`src/rtl/uart_pkg.sv`:
```
// rtl/uart_pkg.sv - shared types and rate helper for the configurable UART receiver
package uart_pkg;

    typedef enum logic [1:0] {
        NONE = 2'd0,
        ODD  = 2'd1,
        EVEN = 2'd2
    } parity_t;

    typedef enum logic [2:0] {
        S_IDLE       = 3'd0,
        S_START      = 3'd1,
        S_DATA       = 3'd2,
        S_PARITY     = 3'd3,
        S_STOP       = 3'd4,
        S_BREAK_WAIT = 3'd5
    } rx_state_t;

    // System clocks per oversample tick; integer division, remainder is dropped.
    function automatic int clks_per_sample(input int clk_freq, input int baud_rate, input int oversample);
        return clk_freq / (baud_rate * oversample);
    endfunction

endpackage

```
`src/rtl/counter.sv`:
```
// rtl/counter.sv - generic wrap-around counter with synchronous clear
module Counter #(
    parameter int WIDTH = 4
) (
    input  logic             clock,
    input  logic             reset,
    input  logic             clear,
    input  logic             enable,
    input  logic [WIDTH-1:0] last,
    output logic [WIDTH-1:0] count
);

    // Count 0..last while enabled, returning to 0 after the terminal value.
    always_ff @(posedge clock) begin
        if (!reset || clear) begin
            count <= '0;
        end else if (enable) begin
            count <= (count == last) ? '0 : count + WIDTH'(1);
        end
    end

endmodule

```
`src/rtl/rx_sampler.sv`:
```
// rtl/rx_sampler.sv - rx synchronizer, oversample tick generator and 3-sample majority vote
module rx_sampler #(
    parameter int CLKS_PER_SAMPLE = 10,
    parameter int OVERSAMPLE      = 16
) (
    input  logic                          clock,
    input  logic                          reset,
    input  logic                          rx,
    input  logic                          run,
    output logic                          rx_sync,
    output logic                          fall_edge,
    output logic                          tick,
    output logic                          vote_valid,
    output logic                          vote,
    output logic [$clog2(OVERSAMPLE)-1:0] sample_count
);

    localparam int CW = (CLKS_PER_SAMPLE > 1) ? $clog2(CLKS_PER_SAMPLE) : 1;
    localparam int SW = $clog2(OVERSAMPLE);
    localparam int M  = OVERSAMPLE / 2;

    logic          sync_meta;
    logic          sync_prev;
    logic [CW-1:0] clk_count;
    logic          sample_early;
    logic          sample_mid;

    // Two-flop synchronizer plus one edge-detect register; all idle high.
    always_ff @(posedge clock) begin
        if (!reset) begin
            sync_meta <= 1'b1;
            rx_sync   <= 1'b1;
            sync_prev <= 1'b1;
        end else begin
            sync_meta <= rx;
            rx_sync   <= sync_meta;
            sync_prev <= rx_sync;
        end
    end

    assign fall_edge = sync_prev & ~rx_sync;

    Counter #(.WIDTH(CW)) u_clk_counter (
        .clock  (clock),
        .reset  (reset),
        .clear  (!run),
        .enable (run),
        .last   (CW'(CLKS_PER_SAMPLE - 1)),
        .count  (clk_count)
    );

    assign tick = run && (clk_count == CW'(CLKS_PER_SAMPLE - 1));

    Counter #(.WIDTH(SW)) u_sample_counter (
        .clock  (clock),
        .reset  (reset),
        .clear  (!run),
        .enable (tick),
        .last   (SW'(OVERSAMPLE - 1)),
        .count  (sample_count)
    );

    // Capture the two samples that precede the bit centre's resolving tick.
    always_ff @(posedge clock) begin
        if (!reset) begin
            sample_early <= 1'b1;
            sample_mid   <= 1'b1;
        end else if (tick && (sample_count == SW'(M - 1))) begin
            sample_early <= rx_sync;
        end else if (tick && (sample_count == SW'(M))) begin
            sample_mid <= rx_sync;
        end
    end

    // Third sample is taken live at tick M+1, so the vote is ready on that tick.
    assign vote_valid = tick && (sample_count == SW'(M + 1));
    assign vote       = (sample_early & sample_mid) | (sample_early & rx_sync) | (sample_mid & rx_sync);

endmodule

```
`src/rtl/uart_rx_cfg.sv`:
```
// rtl/uart_rx_cfg.sv - configurable oversampling UART receiver with valid/ready output
module uart_rx_cfg
    import uart_pkg::*;
#(
    parameter int CLK_FREQ   = 100_000_000,
    parameter int BAUD_RATE  = 115200,
    parameter int DATA_WIDTH = 8,
    parameter int OVERSAMPLE = 16,
    parameter int PARITY     = 0,
    parameter int STOP_BITS  = 1
) (
    input  logic                  clock,
    input  logic                  reset,
    input  logic                  rx,
    input  logic                  rx_ready,
    output logic [DATA_WIDTH-1:0] rx_data,
    output logic                  rx_valid,
    output logic                  parity_err,
    output logic                  frame_err,
    output logic                  break_det,
    output logic                  overrun
);

    localparam int      CPS      = clks_per_sample(CLK_FREQ, BAUD_RATE, OVERSAMPLE);
    localparam int      SW       = $clog2(OVERSAMPLE);
    localparam parity_t PAR_MODE = parity_t'(2'(PARITY));

    if (CPS < 2) begin : g_rate_check
        $error("uart_rx_cfg: CLK_FREQ/(BAUD_RATE*OVERSAMPLE) must be at least 2");
    end
    if (DATA_WIDTH < 5 || DATA_WIDTH > 9 || OVERSAMPLE < 8 || (OVERSAMPLE % 2) != 0 ||
        PARITY < 0 || PARITY > 2 || STOP_BITS < 1 || STOP_BITS > 2) begin : g_param_check
        $error("uart_rx_cfg: illegal frame parameters");
    end

    rx_state_t             state;
    rx_state_t             state_next;
    logic                  run;
    logic                  rx_sync;
    logic                  fall_edge;
    logic                  tick;
    logic                  vote_valid;
    logic                  vote;
    logic [SW-1:0]         sample_count;
    logic                  sample_wrap;
    logic [3:0]            bit_count;
    logic                  stop_idx;
    logic [DATA_WIDTH-1:0] shift_reg;
    logic                  par_bit;
    logic                  par_err_acc;
    logic                  frame_acc;
    logic                  last_data_bit;
    logic                  last_stop;
    logic                  frame_fe;
    logic                  frame_break;
    logic                  done;

    assign run = (state == S_START) || (state == S_DATA) || (state == S_PARITY) || (state == S_STOP);

    rx_sampler #(
        .CLKS_PER_SAMPLE (CPS),
        .OVERSAMPLE      (OVERSAMPLE)
    ) u_sampler (
        .clock        (clock),
        .reset        (reset),
        .rx           (rx),
        .run          (run),
        .rx_sync      (rx_sync),
        .fall_edge    (fall_edge),
        .tick         (tick),
        .vote_valid   (vote_valid),
        .vote         (vote),
        .sample_count (sample_count)
    );

    assign sample_wrap   = tick && (sample_count == SW'(OVERSAMPLE - 1));
    assign last_data_bit = (bit_count == 4'(DATA_WIDTH - 1));
    assign last_stop     = (STOP_BITS == 1) || stop_idx;

    // Frame status as of the last stop-bit vote; frame_acc remembers an earlier bad stop bit.
    assign frame_fe    = frame_acc | ~vote;
    assign frame_break = (shift_reg == '0) && ((PAR_MODE == NONE) || !par_bit) && !vote &&
                         ((STOP_BITS == 1) || frame_acc);

    // State register.
    always_ff @(posedge clock) begin
        if (!reset) begin
            state <= S_IDLE;
        end else begin
            state <= state_next;
        end
    end

    // Next-state decode; completion fires at the last stop vote so the line can resync early.
    always_comb begin
        state_next = state;
        done       = 1'b0;
        case (state)
            S_IDLE: begin
                if (fall_edge) state_next = S_START;
            end
            S_START: begin
                if (vote_valid && vote) state_next = S_IDLE;
                else if (sample_wrap)   state_next = S_DATA;
            end
            S_DATA: begin
                if (sample_wrap && last_data_bit) state_next = (PAR_MODE != NONE) ? S_PARITY : S_STOP;
            end
            S_PARITY: begin
                if (sample_wrap) state_next = S_STOP;
            end
            S_STOP: begin
                if (vote_valid && last_stop) begin
                    done       = 1'b1;
                    state_next = frame_break ? S_BREAK_WAIT : S_IDLE;
                end
            end
            S_BREAK_WAIT: begin
                if (rx_sync) state_next = S_IDLE;
            end
            default: state_next = S_IDLE;
        endcase
    end

    // Shift register, bit/stop indices and per-frame error accumulators.
    always_ff @(posedge clock) begin
        if (!reset) begin
            shift_reg   <= '0;
            bit_count   <= '0;
            stop_idx    <= 1'b0;
            par_bit     <= 1'b0;
            par_err_acc <= 1'b0;
            frame_acc   <= 1'b0;
        end else begin
            case (state)
                S_IDLE: begin
                    bit_count   <= '0;
                    stop_idx    <= 1'b0;
                    par_bit     <= 1'b0;
                    par_err_acc <= 1'b0;
                    frame_acc   <= 1'b0;
                end
                S_DATA: begin
                    if (vote_valid)  shift_reg <= {vote, shift_reg[DATA_WIDTH-1:1]};
                    if (sample_wrap) bit_count <= bit_count + 4'd1;
                end
                S_PARITY: begin
                    if (vote_valid) begin
                        par_bit     <= vote;
                        par_err_acc <= (PAR_MODE == ODD) ? ~(^shift_reg ^ vote) : (^shift_reg ^ vote);
                    end
                end
                S_STOP: begin
                    if (vote_valid && !vote) frame_acc <= 1'b1;
                    if (sample_wrap)         stop_idx  <= 1'b1;
                end
                default: ;
            endcase
        end
    end

    // Output holding register with valid/ready handshake and overrun on a blocked completion.
    always_ff @(posedge clock) begin
        if (!reset) begin
            rx_data    <= '0;
            rx_valid   <= 1'b0;
            parity_err <= 1'b0;
            frame_err  <= 1'b0;
            break_det  <= 1'b0;
            overrun    <= 1'b0;
        end else begin
            overrun <= 1'b0;
            if (rx_valid && rx_ready) rx_valid <= 1'b0;
            if (done) begin
                if (!rx_valid || rx_ready) begin
                    rx_data    <= shift_reg;
                    parity_err <= par_err_acc;
                    frame_err  <= frame_fe;
                    break_det  <= frame_break;
                    rx_valid   <= 1'b1;
                end else begin
                    overrun <= 1'b1;
                end
            end
        end
    end

endmodule

```
`config.mk`:
```
export PLATFORM = sky130hd
export DESIGN_NAME = uart_rx_cfg
export DESIGN_NICKNAME = d
export VERILOG_FILES = /design/src/rtl/uart_pkg.sv /design/src/rtl/counter.sv /design/src/rtl/rx_sampler.sv /design/src/rtl/uart_rx_cfg.sv
export SDC_FILE = /design/constraint.sdc
export NUM_CORES = 1
export LEC_CHECK = 0
export ABC_AREA = 1
export CAP_MARGIN = 20
export CORE_MARGIN = 4
export CORE_UTILIZATION = 60
export CTS_BUF_LIST = sky130_fd_sc_hd__clkbuf_4 sky130_fd_sc_hd__clkbuf_8
export CTS_CLUSTER_SIZE = 28
export DETAILED_ROUTE_END_ITERATION = 10
export GPL_ROUTABILITY_DRIVEN = 0
export HOLD_SLACK_MARGIN = 0.12
export PLACE_DENSITY = 0.88
export SLEW_MARGIN = 10
export SYNTH_ARGS = -nofsm -noshare
export SYNTH_HDL_FRONTEND = slang
export SYNTH_SLANG_ARGS = --single-unit
```
`constraint.sdc`:
```
create_clock -name clock -period 3.5 [get_ports clock]
set_input_delay 1.05 -clock clock [delete_from_list [all_inputs] [get_ports clock]]
set_output_delay 1.05 -clock clock [all_outputs]
set_load 0.1 [all_outputs]
```
==> results.yml <==
worst_setup_path:
  crit_required_ns: 3.77
  cp_data_arrival_time_ns: 2.45
  crit_path_max_incr_delay_ns: 0.46
  critPathTopFamily: "buffers and inverters"
  cp_max_fo: 20
  crit_path_start_kind: "primary input"
  rrSetupSlack_ns: 1.54
  critPathKind: "primary input to flip-flop"
  path_cells: "clkdlybuf4s50_1 -> inv_1 -> nand2_1 -> nand4_2 -> inv_2 -> o21ai_2 -> a21oi_2"
  slowest_stage: "clkdlybuf4s50_1"
  end_kind: "flip-flop"
  path_buf_inv: 3
synth:
  muxShareOfSynthArea_pct: 0
  yosysTopAreaCell: "dfxtp_1"
  synth.area.top_cells: "dfxtp_1 42%, nand2_1 7.4%, ha_1 5.9%, inv_1 5.6%, a21oi_1 5.2%"
  synth_top_family_by_area: "simple AND/OR/NAND/NOR gates"
  synthAdderAreaFrac_pct: 5.87
  synth_cells: 269
  ys.warnings.count: 0
  async_flop_share_pct: 0
  synth_top_area_share_pct: 42.3
  synth-xor-area-share_pct: 1.64
  synth_compound_area_share_pct: 18.4
  synth.distinct_cells: 34
  ys.flop_type: "dfxtp_1"
  synth-simple-area-share_pct: 23.6
  synth_area_mm2: 0.00213
  syn_area_per_cell_um2: 7.93
  synth_edf_count: 0
  syn_nets: 283
  ys_seq_elements: 45
  ys_seq_area_share_pct: 42.3
clock_tree:
  cts_buffers: 5
  cts_hold_buf: 0
  cts_setup_buffers: 0
  clock_latency_ns: 0.33
  cts_tree: "done"
  cts_resized: 0
  htreeDepth: 2
  path_clk_slew_ns: 0.12
  clk_path_buf_depth: 2
  cts_root_buffer: "clkbuf_4"
  numClockSinks: 45
run:
  cap_violations: 0
detailed_routing:
  drc: 0
  wl_per_cell_um: 11.8
  dr.pass1.iters: 4
  vias: 1737
  vias_per_cell: 5.20
  dr.first_iter.drc_count: 122
  wirelength_um: 3950
  ant_nets: 0
finish:
  antennaDiodeCount: 0
  stdcell_area_mm2: 0.00234
  area_growth_pct: 9.68
  nets: 301
  final_util_pct: 69.0
  layout-drive-gt1-share_pct: 19.1
placed_design:
  pre_cts_ws_ns: 0.976
  place_hpwl_um: 3030
  portBuffers: 16
  postPlaceCellArea_mm2: 0.00228
sta:
  drv_slew: 0
  clock.fmax_ghz: 0.460
  setup_violations: 0
  skew_ns: 0.00773
  rsz0062_at_grt: "false"
  timing.slew.headroom_pct: 66.7
  worst_slew_pin_slew_ns: 0.499
  fin_ws_ns: 1.32
  fin_crit_sh_pct: 62.2
  hold_violations: 0
  min_period_ns: 2.18
  tns_ns: 0
power:
  ir_drop_mv: 0.396
  leakage_nw: 0.963
  power_density_mw_per_mm2: 524
grt:
  grt_pass1_wl_um: 6840
  grt_max_degree: 28
  antenna_found_initial: 0
  grt_usage_pct: 19.5
  overflow: 0
  first_global_vias: 1631
hold_path:
  hold_path.class: "flip-flop to flip-flop"
die:
  row_count: 21
  die_area_mm2: 0.00457
  ios: 17
  core_mm2: 0.00339
  initial_core_util_pct: 62.9
  die_height_um: 67.6
  fp.dieW_um: 67.6
run_status:
  run_status: "finished, final reports clean"
[power breakdown]
group	total (mW)	internal [mW]	switching [mW]
Sequential	0.591	0.550	0.0410
Clock	0.238	0.0846	0.153
Combinational	0.397	0.127	0.270
Total	1.23	0.762	0.465
[cell usage in the layout, fill, tap and decap left out, drive strengths merged, types with 2 or more instances in the layout]
| master | n |
|---|---|
| nand3b | 2 |
| clkbuf | 6 |
| o21ai | 28 |
| buf | 14 |
| inv | 35 |
| nor3 | 5 |
| clkdlybuf4s50 | 3 |
| dfxtp | 45 |
| a21oi | 31 |
| xnor2 | 3 |
| nand4 | 7 |
| nand2 | 45 |
| nand3 | 13 |
| clkinv | 2 |
| nor2 | 29 |
| ha | 10 |
| or2 | 3 |
[cell families (layout without fill, tap and decap cells)]
family                   after synthesis  in the layout
buffers and inverters                 41             60
AND/OR/NAND/NOR                      106            106
XOR/XNOR                               4              4
adder cells (fa/ha/maj)               10             10
AO/OA/AOI/OAI                         63             63
flip-flops                            45             45
[synthesized netlist by cell type (all sizes together), types with 2 or more instances]
cell,n
dfxtp,45
nand2,45
inv,35
a21oi,31
nor2,29
o21ai,28
nand3,13
ha,10
nand4,7
buf,5
nor3,5
or2,3
xnor2,3
nand3b,2
[metal layers]
| layer | routed length [um] | GRT usage, % |
|---|---|---|
| met1 | 1890 | 25.2 |
| met2 | 1850 | 31.8 |
| met3 | 175 | 3.99 |
| met4 | 34 | 7.09 |
| met5 | 0 | 0 |
[layout make-up]
type,count,area [um2]
tap,46,57.6
multi-input combinational,183,1060
fill,271,1050
timing repair buffer,17,135
sequential,45,901
inverter,35,134
clock inverter,2,10.0
clock buffer,6,45.0
[worst paths after layout]
| check | start | depth (start not counted) | end |
|---|---|---|---|
| max | rx_ready | 7 | rx_data[6]$_SDFFE_PN0P_ |
| min | u_sampler.sync_meta$_SDFF_PN1_ | 1 | u_sampler.rx_sync$_SDFF_PN1_ |
| max reg2reg | u_sampler.u_clk_counter.count[0]$_SDFFE_PP0N_ | 9 | rx_data[6]$_SDFFE_PN0P_ |
| min reg2reg | u_sampler.sync_meta$_SDFF_PN1_ | 1 | u_sampler.rx_sync$_SDFF_PN1_ |
[worst reg2reg max path, cell delays in order (launching register included)]
cell	delay, ns
dfxtp_1	0.40
ha_1	0.17
nand3_1	0.11
nor2_2	0.25
nand2_4	0.10
inv_4	0.11
nand4_2	0.13
inv_2	0.41
o21ai_2	0.11
a21oi_2	0.12
[through the flow]
| stage | power [mW] | hold WS, ns | cells |
|---|---|---|---|
| 6_report | 1.23 | 0.437 | 334 |
| 5_1_grt | 1.33 | 0.438 | 334 |
| 4_1_cts | 1.23 | 0.435 | 334 |
| 3_5_place_dp | 0.996 | 0.404 | 326 |
| 3_3_place_gp | 0.983 | 0.399 | 326 |
| 2_1_floorplan | 0.915 | 0.393 | 269 |
Power figures use the tool's default switching activity.
